===== src/rtl/mem_port_arbiter.sv =====
// Round-robin arbiter sharing one DDR2 controller port among three burst requesters.
// Each grant runs a full burst: write data push, command issue, read drain, done pulse.
module mem_port_arbiter #(
    parameter int N_REQ  = 3,
    parameter int ADDR_W = 30,
    parameter int DATA_W = 32,
    parameter int BL_W   = 6
) (
    input  logic                     clk,
    input  logic                     rst_n,
    input  logic                     calib_done,
    input  logic [N_REQ-1:0]         req,
    input  logic [N_REQ-1:0]         req_we,
    input  logic [N_REQ*ADDR_W-1:0]  req_addr,
    input  logic [N_REQ*BL_W-1:0]    req_bl,
    input  logic [N_REQ*DATA_W-1:0]  wr_data,
    output logic [N_REQ-1:0]         gnt,
    output logic [N_REQ-1:0]         wr_ack,
    output logic [DATA_W-1:0]        rd_data,
    output logic [N_REQ-1:0]         rd_valid,
    output logic [N_REQ-1:0]         done,
    output logic                     err,
    output logic                     p0_cmd_en,
    output logic [2:0]               p0_cmd_instr,
    output logic [ADDR_W-1:0]        p0_cmd_byte_addr,
    output logic [BL_W-1:0]          p0_cmd_bl,
    input  logic                     p0_cmd_full,
    output logic                     p0_wr_en,
    output logic [DATA_W-1:0]        p0_wr_data,
    output logic [3:0]               p0_wr_mask,
    input  logic                     p0_wr_full,
    input  logic                     p0_wr_error,
    output logic                     p0_rd_en,
    input  logic [DATA_W-1:0]        p0_rd_data,
    input  logic                     p0_rd_empty,
    input  logic                     p0_rd_error
);

    localparam int IDX_W = $clog2(N_REQ);
    localparam int CNT_W = BL_W + 1;

    typedef enum logic [2:0] {S_IDLE, S_WDATA, S_CMD, S_RDATA, S_DONE} state_t;

    state_t              state_reg;
    logic [N_REQ-1:0]    gnt_reg;
    logic [IDX_W-1:0]    idx_reg;
    logic [IDX_W-1:0]    last_reg;
    logic                we_reg;
    logic [ADDR_W-1:0]   addr_reg;
    logic [BL_W-1:0]     bl_reg;
    logic [2:0]          instr_reg;
    logic [CNT_W-1:0]    cnt_reg;
    logic [DATA_W-1:0]   rd_data_reg;
    logic [N_REQ-1:0]    rd_valid_reg;
    logic                err_reg;

    logic [ADDR_W-1:0]   addr_arr  [N_REQ];
    logic [BL_W-1:0]     bl_arr    [N_REQ];
    logic [DATA_W-1:0]   wdata_arr [N_REQ];

    generate
        for (genvar gi = 0; gi < N_REQ; gi++) begin : g_unpack
            assign addr_arr[gi]  = req_addr[gi*ADDR_W +: ADDR_W];
            assign bl_arr[gi]    = req_bl[gi*BL_W +: BL_W];
            assign wdata_arr[gi] = wr_data[gi*DATA_W +: DATA_W];
        end
    endgenerate

    // Scan from farthest to nearest so the requester right after last wins.
    logic                win_valid;
    logic [IDX_W-1:0]    win_idx;
    logic [N_REQ-1:0]    win_onehot;

    always_comb begin
        win_valid = 1'b0;
        win_idx   = '0;
        for (int k = N_REQ; k >= 1; k--) begin
            if (req[(int'(last_reg) + k) % N_REQ]) begin
                win_valid = 1'b1;
                win_idx   = IDX_W'((int'(last_reg) + k) % N_REQ);
            end
        end
        win_onehot = N_REQ'(1) << win_idx;
    end

    logic wr_fire, cmd_fire, rd_fire, last_word;

    assign wr_fire   = (state_reg == S_WDATA) && !p0_wr_full;
    assign cmd_fire  = (state_reg == S_CMD)   && !p0_cmd_full;
    assign rd_fire   = (state_reg == S_RDATA) && !p0_rd_empty;
    assign last_word = (cnt_reg == CNT_W'(bl_reg));

    assign p0_wr_en         = wr_fire;
    assign p0_wr_data       = wr_fire ? wdata_arr[idx_reg] : '0;
    assign p0_wr_mask       = 4'b0000;
    assign p0_cmd_en        = cmd_fire;
    assign p0_cmd_instr     = instr_reg;
    assign p0_cmd_byte_addr = addr_reg;
    assign p0_cmd_bl        = bl_reg;
    assign p0_rd_en         = rd_fire;
    assign gnt              = gnt_reg;
    assign wr_ack           = wr_fire ? gnt_reg : '0;
    assign rd_data          = rd_data_reg;
    assign rd_valid         = rd_valid_reg;
    assign done             = (state_reg == S_DONE) ? gnt_reg : '0;
    assign err              = err_reg;

    always_ff @(posedge clk) begin
        if (!rst_n) begin
            state_reg    <= S_IDLE;
            gnt_reg      <= '0;
            idx_reg      <= '0;
            last_reg     <= IDX_W'(N_REQ - 1);
            we_reg       <= 1'b0;
            addr_reg     <= '0;
            bl_reg       <= '0;
            instr_reg    <= 3'b000;
            cnt_reg      <= '0;
            rd_data_reg  <= '0;
            rd_valid_reg <= '0;
            err_reg      <= 1'b0;
        end else begin
            rd_valid_reg <= rd_fire ? gnt_reg : '0;
            if (rd_fire)
                rd_data_reg <= p0_rd_data;
            if (p0_wr_error || p0_rd_error)
                err_reg <= 1'b1;

            case (state_reg)
                S_IDLE: begin
                    if (calib_done && win_valid) begin
                        idx_reg   <= win_idx;
                        gnt_reg   <= win_onehot;
                        we_reg    <= req_we[win_idx];
                        addr_reg  <= addr_arr[win_idx];
                        bl_reg    <= bl_arr[win_idx];
                        instr_reg <= req_we[win_idx] ? 3'b000 : 3'b001;
                        cnt_reg   <= '0;
                        state_reg <= req_we[win_idx] ? S_WDATA : S_CMD;
                    end
                end
                S_WDATA: begin
                    if (wr_fire) begin
                        if (last_word) begin
                            cnt_reg   <= '0;
                            state_reg <= S_CMD;
                        end else begin
                            cnt_reg <= cnt_reg + 1'b1;
                        end
                    end
                end
                S_CMD: begin
                    if (cmd_fire)
                        state_reg <= we_reg ? S_DONE : S_RDATA;
                end
                S_RDATA: begin
                    if (rd_fire) begin
                        if (last_word) begin
                            cnt_reg   <= '0;
                            state_reg <= S_DONE;
                        end else begin
                            cnt_reg <= cnt_reg + 1'b1;
                        end
                    end
                end
                S_DONE: begin
                    gnt_reg   <= '0;
                    last_reg  <= idx_reg;
                    state_reg <= S_IDLE;
                end
                default: state_reg <= S_IDLE;
            endcase
        end
    end

endmodule


===== config.mk =====
export PLATFORM = sky130hd
export DESIGN_NAME = mem_port_arbiter
export DESIGN_NICKNAME = d
export VERILOG_FILES = /design/src/rtl/mem_port_arbiter.sv
export SDC_FILE = /design/constraint.sdc
export NUM_CORES = 1
export LEC_CHECK = 0
export ABC_CLOCK_PERIOD_IN_PS = 3600
export CAP_MARGIN = 20
export CORE_AREA = 2 2 146 148
export DETAILED_ROUTE_END_ITERATION = 6
export DIE_AREA = 0 0 148 150
export GPL_TIMING_DRIVEN = 0
export SYNTH_ARGS = -nofsm -noshare
export SYNTH_HDL_FRONTEND = slang
export SYNTH_SLANG_ARGS = --single-unit

===== constraint.sdc =====
create_clock -name clk -period 3.6 [get_ports clk]
set_clock_uncertainty 0.2 [all_clocks]
set_input_delay 0.36 -clock clk [delete_from_list [all_inputs] [get_ports clk]]
set_output_delay 0.36 -clock clk [all_outputs]
set_load 0.02 [all_outputs]

==> results of run 1 <==
placed cells by master (no fill, tap or decap), drive strengths merged, types with 29 or more instances in the layout:
| cell type | n |
|---|---|
| nand2 | 116 |
| a21boi | 38 |
| o21ai | 38 |
| buf | 30 |
| a21oi | 41 |
| nor2 | 78 |
| clkdlybuf4s50 | 366 |
| clkbuf | 44 |
| dfxtp | 91 |
| mux2i | 58 |
| inv | 29 |
timing repair:
item | in CTS | in global routing
gates resized for setup | 0 | 3
hold endpoints to repair | 0 | 0
setup endpoints to repair | 0 | 4
final timing paths:
check                                                from                               end  slack [ns]  cells after the start
worst max-delay path            state_reg[2]$_SDFFE_PN0P_                          p0_rd_en        0.21                      6
worst min-delay path             rd_data[24]$_SDFFE_PN0P_          rd_data[24]$_SDFFE_PN0P_        0.26                      2
worst max register to register   last_reg[0]$_SDFFE_PN0P_  p0_cmd_byte_addr[1]$_SDFFE_PN0P_        0.58                     10
worst min register to register   rd_data[24]$_SDFFE_PN0P_          rd_data[24]$_SDFFE_PN0P_        0.26                      2
per-stage QoR:
step	util, %	cell area, µm²	power, mW
final	47.8	9890	4.09
after global placement	46.4	9610	3.20
after global routing	47.8	9890	4.35
after CTS	47.8	9890	4.15
after detailed placement	46.4	9610	3.20
after floorplan	-	5600	2.30
per-layer routing:
| layer | vias up | routed length [µm] |
|---|---|---|
| li1 | 3222 | - |
| met1 | 2838 | 9360 |
| met2 | 253 | 11300 |
| met3 | 16 | 2030 |
| met4 | 2 | 274 |
| met5 | - | 14 |
layout make-up:
cell class,count,area share [%]
clock inverter,6,0.481
timing repair buffer,366,37.0
sequential,91,18.4
multi-input combinational,534,34.1
inverter,27,1.02
clock buffer,10,2.42
tap,275,3.48
buffer,64,3.07
critical path: stages (launching register included):
cell and delay, ns:
dfxtp_1 0.32, nand2b_1 0.20, or3b_2 0.46, clkbuf_1 0.20, clkinv_1 0.20, buf_1 0.42, clkdlybuf4s50_1 0.70
power by group:
group | leakage, nW | internal (mW) | switching, mW
sequential | 0.741 | 1.16 | 0.105
combinational | 2.83 | 0.908 | 0.999
clock | 0.140 | 0.495 | 0.431
synthesized netlist by cell type (all sizes together), types with 3 or more instances:
cell	count	share of area, %
inv	26	1.7
mux2i	58	10
a21boi	38	5.1
nand3b	3	0.40
nand2	116	7.8
nor2b	7	0.78
and2	9	1.0
o21ai	38	3.5
nand3	25	2.3
dfxtp	91	33
ha	5	1.1
and3	9	1.0
o221ai	21	5.5
buf	31	3.2
clkbuf	33	2.2
a31oi	18	2.0
xor2	5	0.78
a21bo	16	2.9
nor2	78	5.2
xnor2	6	0.94
a21oi	41	3.9
cells by family (layout without fill, tap and decap cells):
family | Yosys count | after routing | synth area share [%]
simple gates | 260 | 260 | 20.2
compound gates | 193 | 193 | 26.4
flops | 91 | 91 | 32.7
buf+inv | 91 | 473 | 7.22
mux | 59 | 59 | 10.6
xor+xnor | 11 | 11 | 1.73
fa+ha+maj | 5 | 5 | 1.12
other cells | 1 | 6 | 0.0672
==> results.md, run 1 <==
- The run finished with clean final reports.
- The die area is 0.0222 mm².
- TritonCTS built the clock tree.
- After clock tree synthesis, the clock-pin slew on the worst setup and hold paths is 0.06 ns.
- The die is 150 µm tall.
- The final cell count without fillers is 1,373.
- The startpoint type of the worst setup path is a register.
- The flip-flop count of the largest register after layout is 32.
- The mapped cell area is 0.00558 mm².
- Timing would allow up to 295 MHz.
- Global routing used 35.9% of the available met2 tracks.
- The count of vias placed by the detailed router is 6,331.
- In the final routed layout, each cell accounts on average for 16.8 µm.
- The final cycle utilization of the critical path is 94.3%.
- The worst endpoint required time is 3.04 ns.
- The proportion of register bits with asynchronous set or reset after synthesis is 0%.
- Summing all multi-input logic gate instances after layout gives 0.00337 mm².
- The most utilized layer in the global route result is met2.
- The headroom to the max-slew limit is 49.0%.
- The final-report hold violation count is 0.
- The via count of the first global-routing pass came to 6,115.
- The worst-case IR drop observed on VDD is 0.264 mV.
- The count of buffers added by post-CTS timing repair for setup is 0.
- The sequential-to-total area share from yosys stat is 32.7%.
- After synthesis, the mean cell area works out to 7.85 µm².
- The width of the die is 148 µm.
- In this run, the number of DRC markers left after iteration 0 of detailed routing was 255.
- The class of the tightest hold or removal check is reg2reg.
- Cells with a size suffix above 1 make up 7.65% of the layout.
- In the synthesized netlist the dominant register cell turns out to be dfxtp_1.
- The cell area power density is 414 mW/mm².
- In this run, placement finished with an instance count of 1,357.
- The post-detailed-routing wire length is 23.0 mm.
- The sort of element at the end of the critical path is an output pin.
- At the later pin of the worst-skew pair, clock insertion delay measures 0.35 ns.
- The pre-CTS setup slack is 0.228 ns.
- The antenna diode count is 0.
- Setup repair after global routing left no endpoint under its margin.
- In the global route stage, overall resource usage came out at 20.0%.
- The number of antenna violations at the first check in global routing is 1.
- In this run the tool buffered the top-level ports with 366 buffer cells.
- During synthesis, Yosys emitted a total of 0 warnings.
- Setup violations remaining at the end of the flow were counted as 0.
- For this run, the post-layout net count is 1,348.
- The first detailed-routing pass took 4 iterations.
- The aggregate negative setup slack is 0 ns.
- The number of nets with antenna violations after detailed routing is 0.
- The congestion estimate from routability-driven global placement came to 0.832.
- Registers take 0.00182 mm².
- The global-route wire length before repair is 34.6 mm.
- The number of enable flip-flop cells after synthesis is 0.
- The pin slew with the least headroom to its limit is 0.759 ns.
- After detailed routing, the number of remaining DRC violations is 0.
- Once the floorplan was initialized, standard cells occupied 27.0% of the core.
- The max-slew violation count is 0.
- The H-tree depth reported by CTS is 3.
- In the routed layout, each cell is associated on average with a via count of 4.61.
- The floorplan has 53 rows.
- The number of different library cells used by synthesis comes to 64.
- The number of max-cap violations is 0.
- In this run, synthesis produced a sequential element count of 91.
- The number of instances in the synthesized netlist is 711.
- The half-perimeter wire length after placement is 18.6 mm.
- The largest net degree at the start of global routing is 17.
- The number of clock sinks is 91.
- Buffers inserted to repair hold after CTS numbered 0.
- Counting the fill cells in the layout gives 2,073.
- The met3 capacity usage during global routing is 7.04%.
- Data on the critical path arrives at its endpoint at 2.83 ns.
- The final hold slack is 0.263 ns.
- The total global routing overflow is 0.
- 373 I/O pins were placed.
- The worst setup path is of the reg2out kind.
- From synthesis to final layout, the design area changed by 77.3%.
- The clock tree root buffer cell is clkbuf_16.
- The standby leakage power is 3.71 nW.
- The number of clock buffers added by TritonCTS is 9.
- After floorplanning, the core was sized to cover 0.0207 mm².
- The routing usage on met1 is 23.2%.
- The worst-case setup margin in the final layout is 0.207 ns.
- The minimum clock period is 3.39 ns.
- The largest fanout on the critical path is 10.
- The clock passes through at most 2 buffers.
(Power assumes the default switching activity.)
==> run 2, diff against run 1 <==
--- a/config.mk
+++ b/config.mk
@@ -5,12 +5,14 @@
 export SDC_FILE = /design/constraint.sdc
 export NUM_CORES = 1
 export LEC_CHECK = 0
+export ABC_AREA = 1
 export ABC_CLOCK_PERIOD_IN_PS = 3600
 export CAP_MARGIN = 20
-export CORE_AREA = 2 2 146 148
+export CORE_AREA = 2 2 145 147
 export DETAILED_ROUTE_END_ITERATION = 6
-export DIE_AREA = 0 0 148 150
+export DIE_AREA = 0 0 147 149
 export GPL_TIMING_DRIVEN = 0
+export MAX_ROUTING_LAYER = met4
 export SYNTH_ARGS = -nofsm -noshare
 export SYNTH_HDL_FRONTEND = slang
 export SYNTH_SLANG_ARGS = --single-unit
==> results.md, run 2 <==
- The flow ran to the end, and the final reports show no timing, DRC or antenna violations.
- The max-slew violation count is 0.
- Synthesis produced a netlist whose cell count is 796.
- The minimum clock period is 3.46 ns.
- Dividing total power by cell area gives a power density of 462 mW/mm².
- After synthesis, the largest area contributor takes up 35.2% of total cell area.
- The number of hold buffers added after cts is 0.
- The analysis attributes to cell leakage a power of 3.67 nW.
- The detail route stage leaves a number of antenna-violating nets equal to 0.
- The number of enable flip-flop cells after synthesis is 0.
- The width of the die is 147 µm.
- For flop-to-flop paths, the worst setup slack is 0.90 ns.
- The final setup violation count is 0.
- The final routed DRC violation total is 0.
- The number of cell rows is 53.
- The average size of a mapped cell is 6.51 µm².
- Routability-driven placement finished with a final weighted congestion of 0.913.
- The maximum vdd ir drop is 0.234 mV.
- Counting distinct cell types in the post-synthesis netlist gives 38.
- The die height is 149 µm.
- The pin slew with the least headroom to its limit is 0.645 ns.
- The count of pins on the block boundary is 373.
- The first global-routing pass estimated 35.2 mm of wire.
- The routed layout has 6,616 vias.
- The die covers 0.0219 mm².
- In the layout the commonest cells are clkdlybuf4s50_1 (365), nor2_1 (171), nand2_1 (160).
- Across every metal layer, demand over resource in global routing totals 21.2%.
- TritonCTS built the clock tree.
- For this configuration, the core starts out at a cell density of 25.2%.
- Among all cell types in the netlist, the one instantiated most often is nor2_1.
- The tree is rooted in a clkbuf_16.
- The number of clock sinks is 91.
- STA puts the critical path data arrival time at 2.90 ns.
- The worst endpoint required time is 3.04 ns.
- The hold path depth is 2.
- By count the netlist is led by nor2_1 (172), nand2_1 (160), dfxtp_1 (91).
- In this run the tightest slew margin relative to its limit is 57.0%.
- The half-perimeter wire length after placement is 19.1 mm.
- The largest total area in the synthesized netlist belongs to dfxtp_1.
- Cells with a size suffix above 1 make up 6.01% of the layout.
- The final hold slack is 0.265 ns.
- The via count of the first global-routing pass came to 6,416.
- The critical path is of the reg2out type.
- Derived from the worst setup path, the maximum achievable clock frequency is 289 MHz.
- The proportion of register bits with asynchronous set or reset after synthesis is 0%.
- The synthesized netlist occupies a cell area of 0.00518 mm².
- The register bit total from synthesis is 91.
- Along the worst path, the maximum fanout reaches 10.
- The flip-flop count of the largest register after layout is 32.
- The largest net degree at the start of global routing is 15.
- In this run the number of H-tree levels came out at 3.
- The total number of nets in the final design is 1,433.
- STA classifies the critical path endpoint as an output pin.
- Counting cells, the worst reg-to-reg path comes to 12.
- The final cycle utilization of the critical path is 96.1%.
- The clock tree buffer depth is 2.
- The clock reaches the later pin of the worst-skew pair after 0.34 ns.
- The post-detailed-routing wire length is 23.8 mm.
- Once placement completed, the tool counted placed cells totaling 1,442.
- The startpoint type of the worst setup path is a register.
- For this run, the number of Yosys warnings is 0.
- The worst hold path belongs to the class reg2reg.
- The sequential-to-total area share from yosys stat is 35.2%.
- Sorting the synthesized cells by area gives the leading types as dfxtp_1 (35%), nor2_1 (12%), nand2_1 (12%).
- Across the run, the number of max-cap violations was 0.
- After clock tree synthesis, the clock-pin slew on the worst setup and hold paths is 0.07 ns.
- The library cell used most frequently in the layout, excluding fill and tap cells, is clkdlybuf4s50_1.
- The number of antenna violations at the first check in global routing is 1.
- The final-report hold violation count is 0.
- The prevailing post-synth register cell is dfxtp_1.
- The number of buffers added on ports is 366.
- The area growth from synthesis to layout is 83.8%.
- The area of the core region is 0.0206 mm².
- The pre-antenna-repair detailed-routing pass consisted of 5 iterations.
- After detailed routing, the number of vias per cell comes to 4.53.
- The aggregate negative setup slack is 0 ns.
- Setup repair after global routing left no endpoint under its margin.
- The initial DRC count is 251.
- Once layout is complete, the cells apart from fillers number 1,459.
- After detailed routing, the average wire length per cell comes to 16.3 µm.
- The CTS buffer count is 9.
- The total global routing overflow is 0.
==> run 2: cell count changes after synthesis, moves of 9 or more <==
cell      delta
o221ai_2    -20
o21ai_0     +46
a21oi_1     +25
a21boi_0    -37
and3_1       -9
mux2i_1     -58
a21bo_2     -13
a31oi_1     +10
nand2_1     +45
nor2_1      +94
==> run 2: final cells by class <==
class                   instances  area [µm²]
clock inverters                 4        51.3
multi-input cells             610        2910
inverters                      42         159
repair buffers                366        3670
well taps                     275         344
diodes                          2        5.00
flip-flops and latches         91        1820
fillers                      2128       11000
clock buffers                  11         243
plain buffers                  58         328
==> run 2: where the power goes <==
| part | switching (mW) | internal [mW] |
|---|---|---|
| logic | 1.19 | 0.933 |
| registers | 0.121 | 1.18 |
| clock network | 0.422 | 0.555 |
==> run 2: through the flow <==
step	total power [mW]	cell area (µm²)	setup WS (ns)	util (%)
3_5_place_dp	3.45	9210	0.226	44.8
4_1_cts	4.44	9510	0.0165	46.3
2_1_floorplan	2.46	5200	1.08	-
6_report	4.41	9530	0.141	46.3
3_3_place_gp	3.45	9210	0.179	44.8
5_1_grt	4.67	9520	0.0251	46.3
==> run 2: kinds of logic (layout without fill, tap and decap cells) <==
| family | count (synthesis) | count (layout) | share of synthesized area, % |
|---|---|---|---|
| AO/OA/AOI/OAI | 204 | 204 | 21.9 |
| XOR/XNOR | 5 | 5 | 0.845 |
| adder cells (fa/ha/maj) | 5 | 5 | 1.21 |
| buffers and inverters | 100 | 481 | 9.29 |
| flip-flops | 91 | 91 | 35.2 |
| other | 1 | 8 | 0.0724 |
| AND/OR/NAND/NOR | 390 | 390 | 31.5 |
==> run 2: per-layer routing <==
| metal | global-route usage, % | wire length (µm) | vias up |
|---|---|---|---|
| met2 | 37.7 | 11900 | 286 |
| met3 | 4.50 | 1720 | 38 |
| met4 | 7.84 | 657 | 0 |
| met5 | - | 0 | - |
| li1 | - | - | 3385 |
| met1 | 23.5 | 9500 | 2907 |
==> run 2: final timing paths <==
path                                startpoint                           endpoint
setup / recovery       idx_reg[1]$_SDFFE_PN0P_                     p0_wr_data[25]
hold / removal    p0_cmd_instr[0]$_SDFFE_PN0P_       p0_cmd_instr[0]$_SDFFE_PN0P_
setup reg to reg      last_reg[0]$_SDFFE_PN0P_  p0_cmd_byte_addr[18]$_SDFFE_PN0P_
hold reg to reg   p0_cmd_instr[0]$_SDFFE_PN0P_       p0_cmd_instr[0]$_SDFFE_PN0P_
==> run 2: worst max-delay path: stages (launching register included) <==
cell and delay (ns):
dfxtp_1 0.30, clkbuf_1 0.37, inv_1 0.10, nor2_2 0.28, clkbuf_1 0.40, nand2_1 0.19
a21oi_2 0.25, clkdlybuf4s50_1 0.66
==> run 2: timing repair <==
action	CTS	global route
buffers inserted	0	0
cloned	0	0
endpoints found under the setup margin	3	5
gates resized for setup	3	8
==> run 3, diff against run 2 <==
--- a/config.mk
+++ b/config.mk
@@ -7,12 +7,12 @@
 export LEC_CHECK = 0
 export ABC_AREA = 1
 export ABC_CLOCK_PERIOD_IN_PS = 3600
-export CAP_MARGIN = 20
 export CORE_AREA = 2 2 145 147
 export DETAILED_ROUTE_END_ITERATION = 6
 export DIE_AREA = 0 0 147 149
 export GPL_TIMING_DRIVEN = 0
 export MAX_ROUTING_LAYER = met4
+export PLACE_DENSITY = 0.6
 export SYNTH_ARGS = -nofsm -noshare
 export SYNTH_HDL_FRONTEND = slang
 export SYNTH_SLANG_ARGS = --single-unit
==> results of run 3 <==
Final layout, timing and power as in run 2 (identical DEF).
